$ cat src/rtl/c64_cia_timer.sv
// rtl/c64_cia_timer.sv - CIA-style Timer A/B pair with ICR, IRQ and registered 6502 read path
// Optional macro CIA_TIMER_PB_EN adds registered one-clock ta_pulse/tb_pulse underflow outputs.
module c64_cia_timer #(
  parameter int TICK_DIV = 50
) (
  input  logic       clk,
  input  logic       reset,
  input  logic       cs,
  input  logic [3:0] addr,
  input  logic [7:0] DI,
  input  logic       WE,
  output logic [7:0] DO,
  output logic       irq
`ifdef CIA_TIMER_PB_EN
  ,
  output logic       ta_pulse,
  output logic       tb_pulse
`endif
);

  localparam logic [3:0] A_TA_LO = 4'h4;
  localparam logic [3:0] A_TA_HI = 4'h5;
  localparam logic [3:0] A_TB_LO = 4'h6;
  localparam logic [3:0] A_TB_HI = 4'h7;
  localparam logic [3:0] A_ICR   = 4'hD;
  localparam logic [3:0] A_CRA   = 4'hE;
  localparam logic [3:0] A_CRB   = 4'hF;

  logic [15:0] presc;
  logic        tick;
  logic [15:0] ta_cnt, tb_cnt, ta_latch, tb_latch;
  logic [7:0]  cra, crb;
  logic [1:0]  flags, mask;

  logic        wr, rd, icr_rd;
  logic        ta_load, tb_load;
  logic [15:0] ta_load_val, tb_load_val;
  logic        ta_evt, tb_evt, ta_uf, tb_uf;
  logic [1:0]  flags_next, mask_next;
  logic [7:0]  rdata;

  assign tick   = (presc == 16'(TICK_DIV - 1));
  assign wr     = cs & WE;
  assign rd     = cs & ~WE;
  assign icr_rd = rd && (addr == A_ICR);

  // A LOAD (strobe or stopped HI write) overrides the count event and suppresses underflow.
  always_comb begin
    ta_load     = 1'b0;
    ta_load_val = ta_latch;
    tb_load     = 1'b0;
    tb_load_val = tb_latch;
    if (wr && addr == A_TA_HI && !cra[0]) begin
      ta_load     = 1'b1;
      ta_load_val = {DI, ta_latch[7:0]};
    end
    if (wr && addr == A_CRA && DI[4]) ta_load = 1'b1;
    if (wr && addr == A_TB_HI && !crb[0]) begin
      tb_load     = 1'b1;
      tb_load_val = {DI, tb_latch[7:0]};
    end
    if (wr && addr == A_CRB && DI[4]) tb_load = 1'b1;
  end

  assign ta_evt = cra[0] & tick;
  assign ta_uf  = ta_evt & (ta_cnt == 16'h0000) & ~ta_load;
  assign tb_evt = crb[0] & (crb[6] ? ta_uf : tick);
  assign tb_uf  = tb_evt & (tb_cnt == 16'h0000) & ~tb_load;

  // An underflow landing on the clearing ICR read keeps its flag set.
  assign flags_next = (flags & ~{2{icr_rd}}) | {tb_uf, ta_uf};

  always_comb begin
    mask_next = mask;
    if (wr && addr == A_ICR) begin
      if (DI[7]) mask_next = mask | DI[1:0];
      else       mask_next = mask & ~DI[1:0];
    end
  end

  always_comb begin
    rdata = 8'h00;
    case (addr)
      A_TA_LO: rdata = ta_cnt[7:0];
      A_TA_HI: rdata = ta_cnt[15:8];
      A_TB_LO: rdata = tb_cnt[7:0];
      A_TB_HI: rdata = tb_cnt[15:8];
      A_ICR:   rdata = {|(flags & mask), 5'b00000, flags};
      A_CRA:   rdata = cra;
      A_CRB:   rdata = crb;
      default: rdata = 8'h00;
    endcase
  end

  always_ff @(posedge clk) begin
    if (!reset) begin
      presc    <= 16'h0000;
      ta_cnt   <= 16'hFFFF;
      tb_cnt   <= 16'hFFFF;
      ta_latch <= 16'hFFFF;
      tb_latch <= 16'hFFFF;
      cra      <= 8'h00;
      crb      <= 8'h00;
      flags    <= 2'b00;
      mask     <= 2'b00;
      irq      <= 1'b0;
      DO       <= 8'h00;
    end else begin
      presc <= tick ? 16'h0000 : presc + 16'd1;

      if (wr && addr == A_TA_LO) ta_latch[7:0]  <= DI;
      if (wr && addr == A_TA_HI) ta_latch[15:8] <= DI;
      if (wr && addr == A_TB_LO) tb_latch[7:0]  <= DI;
      if (wr && addr == A_TB_HI) tb_latch[15:8] <= DI;

      if (ta_load)     ta_cnt <= ta_load_val;
      else if (ta_evt) ta_cnt <= (ta_cnt == 16'h0000) ? ta_latch : ta_cnt - 16'd1;
      if (tb_load)     tb_cnt <= tb_load_val;
      else if (tb_evt) tb_cnt <= (tb_cnt == 16'h0000) ? tb_latch : tb_cnt - 16'd1;

      // LOAD is a strobe, so bit 4 is never stored.
      if (wr && addr == A_CRA)  cra    <= DI & 8'hEF;
      else if (ta_uf && cra[3]) cra[0] <= 1'b0;
      if (wr && addr == A_CRB)  crb    <= DI & 8'hEF;
      else if (tb_uf && crb[3]) crb[0] <= 1'b0;

      flags <= flags_next;
      mask  <= mask_next;
      irq   <= |(flags_next & mask);

      if (rd) DO <= rdata;
    end
  end

`ifdef CIA_TIMER_PB_EN
  always_ff @(posedge clk) begin
    if (!reset) begin
      ta_pulse <= 1'b0;
      tb_pulse <= 1'b0;
    end else begin
      ta_pulse <= ta_uf;
      tb_pulse <= tb_uf;
    end
  end
`endif

endmodule

$ cat config.mk
export PLATFORM = sky130hd
export DESIGN_NAME = c64_cia_timer
export DESIGN_NICKNAME = d
export VERILOG_FILES = /design/src/rtl/c64_cia_timer.sv
export SDC_FILE = /design/constraint.sdc
export NUM_CORES = 1
export LEC_CHECK = 0
export BUFFER_PORTS_ARGS = -buffer_cell sky130_fd_sc_hd__buf_2
export CORE_ASPECT_RATIO = 1.75
export CORE_UTILIZATION = 40
export DETAILED_ROUTE_END_ITERATION = 10
export SLEW_MARGIN = 20
export SYNTH_ARGS = -nofsm -noshare
export SYNTH_HDL_FRONTEND = slang
export SYNTH_SLANG_ARGS = --single-unit
$ cat constraint.sdc
create_clock -name clk -period 3 [get_ports clk]
set_clock_uncertainty 0.15 [all_clocks]
set_input_delay 0.3 -clock clk [delete_from_list [all_inputs] [get_ports clk]]
set_output_delay 0.3 -clock clk [all_outputs]
set_load 0.005 [all_outputs]
# --- After elaboration in Yosys (flattened, before gate mapping) ---
# Index checks and enable logic that the tools add are counted.
word_totals:
  inputBits: 16
  register_bits: 107
  wordCells: 90
  output_inout_bits: 9
op_classes:
  bitwise: 20
  n_reduce_logical: 25
  addsub: 3
  n_eq_ne: 8
  n_mux: 19
op_table:
  columns: ["op", "count"]
  rows:
  - ["2-to-1 mux 16 bit", 8]
  - ["case mux 8 bit (7 select lines)", 1]
  - ["zero test 16 bit", 2]
  - ["subtractor 16 x 1 -> 16 bit (second input constant)", 2]
  - ["adder 16 x 1 -> 16 bit (second input constant)", 1]
  - ["== test 16 x 6 -> 1 bit (second input constant)", 1]
  - ["== test 4 x 3 -> 1 bit (second input constant)", 4]
  - ["logical AND 1 bit", 14]
  - ["== test 4 bit (second input constant)", 3]
  - ["2-to-1 mux 1 bit", 9]
  - ["AND 1 bit", 8]
  - ["AND 2 bit", 4]
  - ["nonzero test 2 bit", 4]
  - ["OR reduction 2 bit", 3]
  - ["inverter 1 bit", 4]
  - ["inverter 2 bit", 2]
  - ["bitwise OR 2 bit", 2]
  - ["zero test 1 bit", 2]
  - ["2-to-1 mux 2 bit", 1]

# --- Longest topological paths before layout ---
# Gate-level depths: netlist of run 1.
logic_depth:
  depth_word: 14
  ltp_mapped: 10
  mapped_depth_nobuf: 8

# --- Worst setup path after synthesis of run 1 ---
# No wires, ideal clock.
synth_timing:
  path_kind: "register to register"
  startpoint: "reg ta_cnt[0]"
  endpoint: "reg ta_cnt[1]"
  setup_ps: 137
  period_less_slack_ps: 2310
  path_buffers: 2
  arrival_time_ps: 2023
  required_time_ps: 2713
  slack_ps: 690
  path_stages_with_launch: 11
  path_cell_list: "dfxtp_1 > inv_1 > ha_1 > nor4b_2 > and4_1 > buf_2 > nor3_1 > buf_2 > nand2_1 > o211ai_1 > o211ai_1"
synth_between:
  elab_chain_len: 4
  elab_cells_between_ends: 5
  classes_between: "add/sub: 1; mux: 3; reduce/logical: 1"
synth_rtl:
  columns: ["item", "line", "rtl"]
  rows:
  - ["start: declaration", "31", "logic [15:0] ta_cnt, tb_cnt, ta_latch, tb_latch;"]
  - ["start signal: assignment", "116", "if (ta_load) ta_cnt <= ta_load_val;"]
  - ["start signal: assignment", "117", "else if (ta_evt) ta_cnt <= (ta_cnt == 16'h0000) ? ta_latch : ta_cnt - 16'd1;"]
  - ["subtractor 16 x 1 -> 16 bit / zero test 16 bit (equally long branches)", "117", null]
  - ["2-to-1 mux 16 bit (*) (2 in series)", "117", null]
  - ["2-to-1 mux 16 bit (*)", "116", null]
# Every way passes the cells marked *; elsewhere a longest branch is shown, timed or not. The select of a mux whose other input is x is not followed.
# A chain may end at the register's enable or synchronous reset.

# --- Final worst setup path of run 1 ---
layout_timing:
  startpoint: "reg tb_cnt[0]"
  endpoint: "reg tb_cnt[4]"
layout_between:
  elab_chain_len: 4
  elab_cells_between_ends: 5
  classes_between: "add/sub: 1; mux: 3; reduce/logical: 1"
layout_rtl:
  columns: ["item", "line", "rtl"]
  rows:
  - ["start: declaration", "31", null]
  - ["start signal: assignment", "118", "if (tb_load) tb_cnt <= tb_load_val;"]
  - ["start signal: assignment", "119", "else if (tb_evt) tb_cnt <= (tb_cnt == 16'h0000) ? tb_latch : tb_cnt - 16'd1;"]
  - ["subtractor 16 x 1 -> 16 bit / zero test 16 bit (equally long branches)", "119", null]
  - ["2-to-1 mux 16 bit (*) (2 in series)", "119", null]
  - ["2-to-1 mux 16 bit (*)", "118", null]
# Marked as above.

==> metrics.yaml, run 1 <==
path_clk_slew_ps: 80
grt_max_degree: 83
ys_top_cells_by_area: "dfxtp_1, nand2_1, nor2_1"
drive_gt1_frac: 0.129
synth_seq_cells: 107
post_cts_resized: 0
vias_per_cell: 5.98
cts_buffers: 9
cts_tree: "done"
slowest_delay_ps: 520
peakVddDrop_mv: 0.242
rsz0062_at_grt: "false"
yosys.area.top_type: "dfxtp_1"
core_um2: 14000
crit_family: "simple AND/OR/NAND/NOR gates"
placement.io_buffers: 24
grt_overflow: 0
critPathLaunchType: "flop"
critical_path_class: "flop to flop"
syn-num-nets: 742
relSlewSlack: 0.509
ys_warn_count: 0
ant_nets: 0
wl_um: 19400
yosysUniqueCellTypes: 79
hold_path.class: "input pin to flop"
die_h_um: 161
clock_sinks: 107
nets: 759
synth_area_um2: 5770
cp-end-kind: "flop"
place.gp.congestion: 0.908
place_area_um2: 6110
synth_top_cell_area_share: 0.371
diodes: 0
synthCells: 720
multi_input_area_um2: 3340
std_cell_rows: 57
setup_violations: 0
leakagePower_nw: 2.47
post-route-drc-count: 0
start_util: 0.413
nFillCells: 1440
clockRootBuffer: "clkbuf_16"
ctsLongestPathBuffers: 2
crit_fanout: 15
vias: 5493
drt_iter0_markers: 404
cpMaxStageDelayCell: "and3_1"
path_cells: "inv_1 > ha_1 > nor4b_2 > nand4_1 > and3_1 > mux2_1 > nor2_1 > o21ai_1"
post_drt_wl_per_cell_um: 21.1
detailed_place_hpwl_um: 14500
finalSetupTns_ps: 0
period_needed_ps: 2840
seqCellArea_um2: 2140
synth_edf_count: 0
die_x_um: 92.8
status: "finished clean"
power_density_nw_per_um2: 447
synthFlopType: "dfxtp_1"
dieArea_um2: 14900
maxSlewViolCount: 0
tightest_slew_ps: 736
path_buf_inv: 1
cap_violations: 0
synth_area_per_cell_um2: 8.02
grt_antenna_before_repair: 0
max_freq_mhz: 352
area_delta_synth_final_pct: 11.3
grt_pass1_wl_um: 31000
grtUsageTotal: 0.270
timing.final.crit_share: 0.948
worstPathRequired_ps: 3080
hold_viol: 0
finalInstanceArea_um2: 6430
seq_area_frac_synth: 0.371
num_io_pins: 25
async_flop_share: 0
post-cts-setup-buffers: 0
dr.pass1.iters: 6
worstSkewPairLatency_ps: 360
htree_num_levels: 3
worstPathArrival_ps: 2920
grt_pass1_vias: 5607
holdBufCountCts: 0
## sequential cells by signal, indices dropped and copies added (netlist names), named ones only
register / flops
DO: 8
cra: 7
crb: 7
flags: 2
irq: 1
presc: 16
ta_cnt: 16
ta_latch: 16
tb_cnt: 16
tb_latch: 16
## per-stage QoR
| stage | setup slack [ps] | hold WS [ps] | total power, mW | instances | utilization |
|---|---|---|---|---|---|
| 2_1_floorplan | 690 | 284 | 1.62 | 720 | - |
| 3_3_place_gp | 169 | 300 | 1.68 | 903 | 0.437 |
| 3_5_place_dp | 236 | 306 | 1.69 | 903 | 0.437 |
| 4_1_cts | 198 | 134 | 2.89 | 919 | 0.459 |
| 5_1_grt | 26.3 | 169 | 2.97 | 919 | 0.460 |
| 6_report | 156 | 142 | 2.87 | 919 | 0.460 |
## worst paths after layout
| check | startpoint | end | slack [ps] | cells after the start |
|---|---|---|---|---|
| worst max register to register | tb_cnt[0]$_SDFFE_PN1P_ | tb_cnt[4]$_SDFFE_PN1P_ | 160 | 8 |
| worst max-delay path | tb_cnt[0]$_SDFFE_PN1P_ | tb_cnt[4]$_SDFFE_PN1P_ | 160 | 8 |
| worst min-delay path | DI[7] | crb[7]$_SDFFE_PN0P_ | 140 | 3 |
| worst min register to register | crb[2]$_SDFFE_PN0P_ | crb[2]$_SDFFE_PN0P_ | 320 | 2 |
## synth_stat cells (all sizes together), types with 6 or more instances
| master | n |
|---|---|
| ha | 6 |
| a221oi | 7 |
| nand2 | 117 |
| nor3 | 24 |
| a22oi | 11 |
| xor2 | 8 |
| nand3 | 48 |
| inv | 21 |
| clkbuf | 26 |
| nor2 | 78 |
| mux2i | 13 |
| a21oi | 20 |
| a21boi | 11 |
| buf | 17 |
| nand4 | 11 |
| and2 | 7 |
| o21ai | 41 |
| o211ai | 27 |
| nor4 | 11 |
| a32oi | 6 |
| or3 | 7 |
| dfxtp | 107 |
## metal layers
metal | GRT usage | vias up | part of all wire
met2 | 0.474 | 172 | 0.52
li1 | - | 2642 | -
met1 | 0.294 | 2619 | 0.37
met3 | 0.0322 | 60 | 0.040
met5 | 0 | - | 0
met4 | 0.193 | 0 | 0.067
## cell usage in the layout, fill, tap and decap left out, types with 4 or more instances in the layout
master / synthesis / layout
nand2_1: 117 / 117
dfxtp_1: 107 / 107
nor2_1: 77 / 77
nand3_1: 48 / 48
o211ai_1: 27 / 27
buf_4: 0 / 26
o21ai_0: 25 / 25
buf_2: 11 / 24
inv_1: 21 / 21
nor3_1: 21 / 21
a21oi_1: 20 / 19
o21ai_1: 14 / 14
mux2i_1: 13 / 13
a22oi_1: 11 / 11
a21boi_0: 10 / 10
nand4_1: 9 / 9
clkbuf_16: 0 / 9
nor4_1: 8 / 8
xor2_1: 8 / 8
or3_1: 7 / 7
and2_1: 6 / 6
a221oi_1: 6 / 6
a32oi_1: 6 / 6
ha_1: 6 / 6
nand2b_1: 5 / 5
nor2b_1: 5 / 5
xnor2_1: 5 / 5
o21a_1: 5 / 5
a22o_1: 4 / 4
mux4_2: 4 / 4
o31ai_1: 4 / 4
and4_1: 4 / 4
a31o_1: 4 / 4
o22ai_1: 4 / 4
and3_1: 4 / 4
## worst min-delay path, cell delays in order
cell,delay (ps)
buf_2,170
nand2_1,70
a21boi_0,70
## area by class of cell
type,count,share of cell area
Clock buffer,9,0.0350
Clock inverter,7,0.0132
Inverter,21,0.0123
Multi-Input combinational cell,547,0.519
Sequential cell,107,0.333
Tap cell,177,0.0345
Timing Repair Buffer,51,0.0522
## cells by family after synthesis
kind of cell,Yosys count,share of synthesized area
xor gates and xnor gates,13,0.0197
buffers and inverters,66,0.0512
AOI/OAI and AO/OA,170,0.207
and+or+nand+nor,336,0.287
DFF,107,0.371
adders and majority gates,6,0.0130
muxes,22,0.0505
## report_power, final
part / total [mW] / switching [mW] / internal, mW
logic: 0.196 / 0.131 / 0.0649
registers: 1.46 / 0.0228 / 1.44
clock network: 1.22 / 0.622 / 0.595
(Power assumes the default switching activity.)
==> run 2: changes to the inputs <==
Settings changed: CORE_UTILIZATION 40 to 45, TNS_END_PERCENT set to 50.
==> run 2 against run 1 <==
  * Worst hold slack gained 21 ps
  * Count of clock-buffer cells in the layout unchanged
  * Sequential share of layout area grew 0.30 points
  * Critical path depth unchanged
  * Sequential power barely moved
  * Utilization grew 5.0 points
==> metrics.yaml, run 2 (synthesis results as in run 1) <==
post_drt_wl_per_cell_um: 20.8  # -1.0%
core_um2: 12500  # -11%
path_clk_slew_ps: 80  # about the same
drt_iter0_markers: 362  # -10%
grt_max_degree: 43  # -48%
detailed_place_hpwl_um: 14200  # -1.8%
multi_input_area_um2: 3340  # about the same
clock_sinks: 107  # unchanged
hold_viol: 0  # unchanged
vias_per_cell: 6.03  # +0.95%
dieArea_um2: 13300  # -11%
grt_overflow: 0  # unchanged
relSlewSlack: 0.548  # +0.0385
post-cts-setup-buffers: 0  # unchanged
max_freq_mhz: 355  # +0.94%
vias: 5467  # -0.47%
grt_pass1_vias: 5434  # -3.1%
place.gp.congestion: 0.965  # +6.3%
cts_buffers: 9  # unchanged
tightest_slew_ps: 673  # -63.0 ps
worstPathRequired_ps: 3130  # +50 ps
nets: 755  # -0.53%
die_x_um: 87.6  # -5.6%
dr.pass1.iters: 5  # -1
drive_gt1_frac: 0.125  # -0.00472
grt_pass1_wl_um: 29900  # -3.4%
std_cell_rows: 54  # -5.3%
maxSlewViolCount: 0  # unchanged
status: "finished clean"
period_needed_ps: 2820  # -26.5 ps
die_h_um: 152  # -5.6%
num_io_pins: 25  # unchanged
placement.io_buffers: 24  # unchanged
wl_um: 18900  # -2.4%
finalSetupTns_ps: 0  # unchanged
ant_nets: 0  # unchanged
cts_tree: "done"
start_util: 0.462  # +0.0489
crit_fanout: 15  # unchanged
clockRootBuffer: "clkbuf_16"
setup_violations: 0  # unchanged
rsz0062_at_grt: "false"
grt_antenna_before_repair: 0  # unchanged
critical_path_class: "flop to flop"
post-route-drc-count: 0  # unchanged
cp-end-kind: "flop"
cap_violations: 0  # unchanged
diodes: 0  # unchanged
power_density_nw_per_um2: 448  # +0.18%
grtUsageTotal: 0.299  # +0.0292
leakagePower_nw: 2.45  # -0.51%
area_delta_synth_final_pct: 10.3
worstPathArrival_ps: 2940  # +20 ps
nFillCells: 1186  # -18%
ctsLongestPathBuffers: 2  # unchanged
worstSkewPairLatency_ps: 360  # about the same
mostFrequentLayoutCells: "nand2_1, dfxtp_1, nor2_1"
total_power_mw: 2.85  # -0.72%
peakVddDrop_mv: 0.302  # +25%
htree_num_levels: 3  # unchanged
critPathLaunchType: "flop"
seqCellArea_um2: 2140  # unchanged
final_common_cell: "nand2_1"
timing.final.crit_share: 0.939  # -0.00885
hold_path.class: "input pin to flop"
-- run 2: changes by cell type in the layout (fill, tap and decap cells not counted), sizes merged --
cell,change
buf,-4
clkinv,-2
clkinvlp,-1
inv,+3
-- run 2: worst paths after layout --
check	slack [ps]	start	cells after the start	to
max reg2reg	180	tb_cnt[0]$_SDFFE_PN1P_	8	tb_cnt[2]$_SDFFE_PN1P_
min reg2reg	320	crb[7]$_SDFFE_PN0P_	2	crb[7]$_SDFFE_PN0P_
max	180	tb_cnt[0]$_SDFFE_PN1P_	8	tb_cnt[2]$_SDFFE_PN1P_
min	160	DI[7]	3	crb[7]$_SDFFE_PN0P_
-- run 2: per-layer routing --
| metal | up-vias | share of wire | global-route usage |
|---|---|---|---|
| met5 | - | 0 | 0 |
| li1 | 2637 | - | - |
| met4 | 0 | 0.070 | 0.217 |
| met2 | 178 | 0.52 | 0.510 |
| met1 | 2593 | 0.38 | 0.336 |
| met3 | 59 | 0.037 | 0.0331 |
-- run 2: critical path, stage by stage (launching register included) --
cell and delay, ps:
dfxtp_1 410, inv_1 140, ha_1 200, nor4b_2 390, nand4_1 350, and3_1 490, and3_1 280, o21a_1 160
o21ai_1 160
-- run 2: area by class of cell --
| cell class | instances | share of cell area |
|---|---|---|
| clock buffers | 9 | 0.0354 |
| flip-flops and latches | 107 | 0.336 |
| clock inverters | 7 | 0.0106 |
| multi-input cells | 547 | 0.524 |
| well taps | 168 | 0.0330 |
| repair buffers | 47 | 0.0479 |
| inverters | 21 | 0.0124 |
-- run 2: stage by stage --
stage / instance area (um2) / utilization / hold WS [ps] / setup WS (ps) / cells
final: 6370 / 0.510 / 163 / 183 / 906
after global routing: 6370 / 0.510 / 170 / 9.65 / 906
after CTS: 6360 / 0.509 / 144 / 273 / 906
after detailed placement: 6070 / 0.486 / 307 / 293 / 890
after global placement: 6070 / 0.486 / 300 / 344 / 890
after floorplan: 5770 / - / 284 / 690 / 720
-- run 2: timing repair --
item,in CTS,in global routing
hold buffers,0,0
endpoints found under the hold margin,0,0
resized for setup,0,1
setup endpoints to repair,0,1
-- run 2: power by group --
group	leakage (nW)	switching, mW	internal, mW	total, mW
clock	0.147	0.606	0.590	1.20
combinational	1.44	0.130	0.0660	0.196
sequential	0.867	0.0230	1.44	1.46
total	2.45	0.758	2.09	2.85
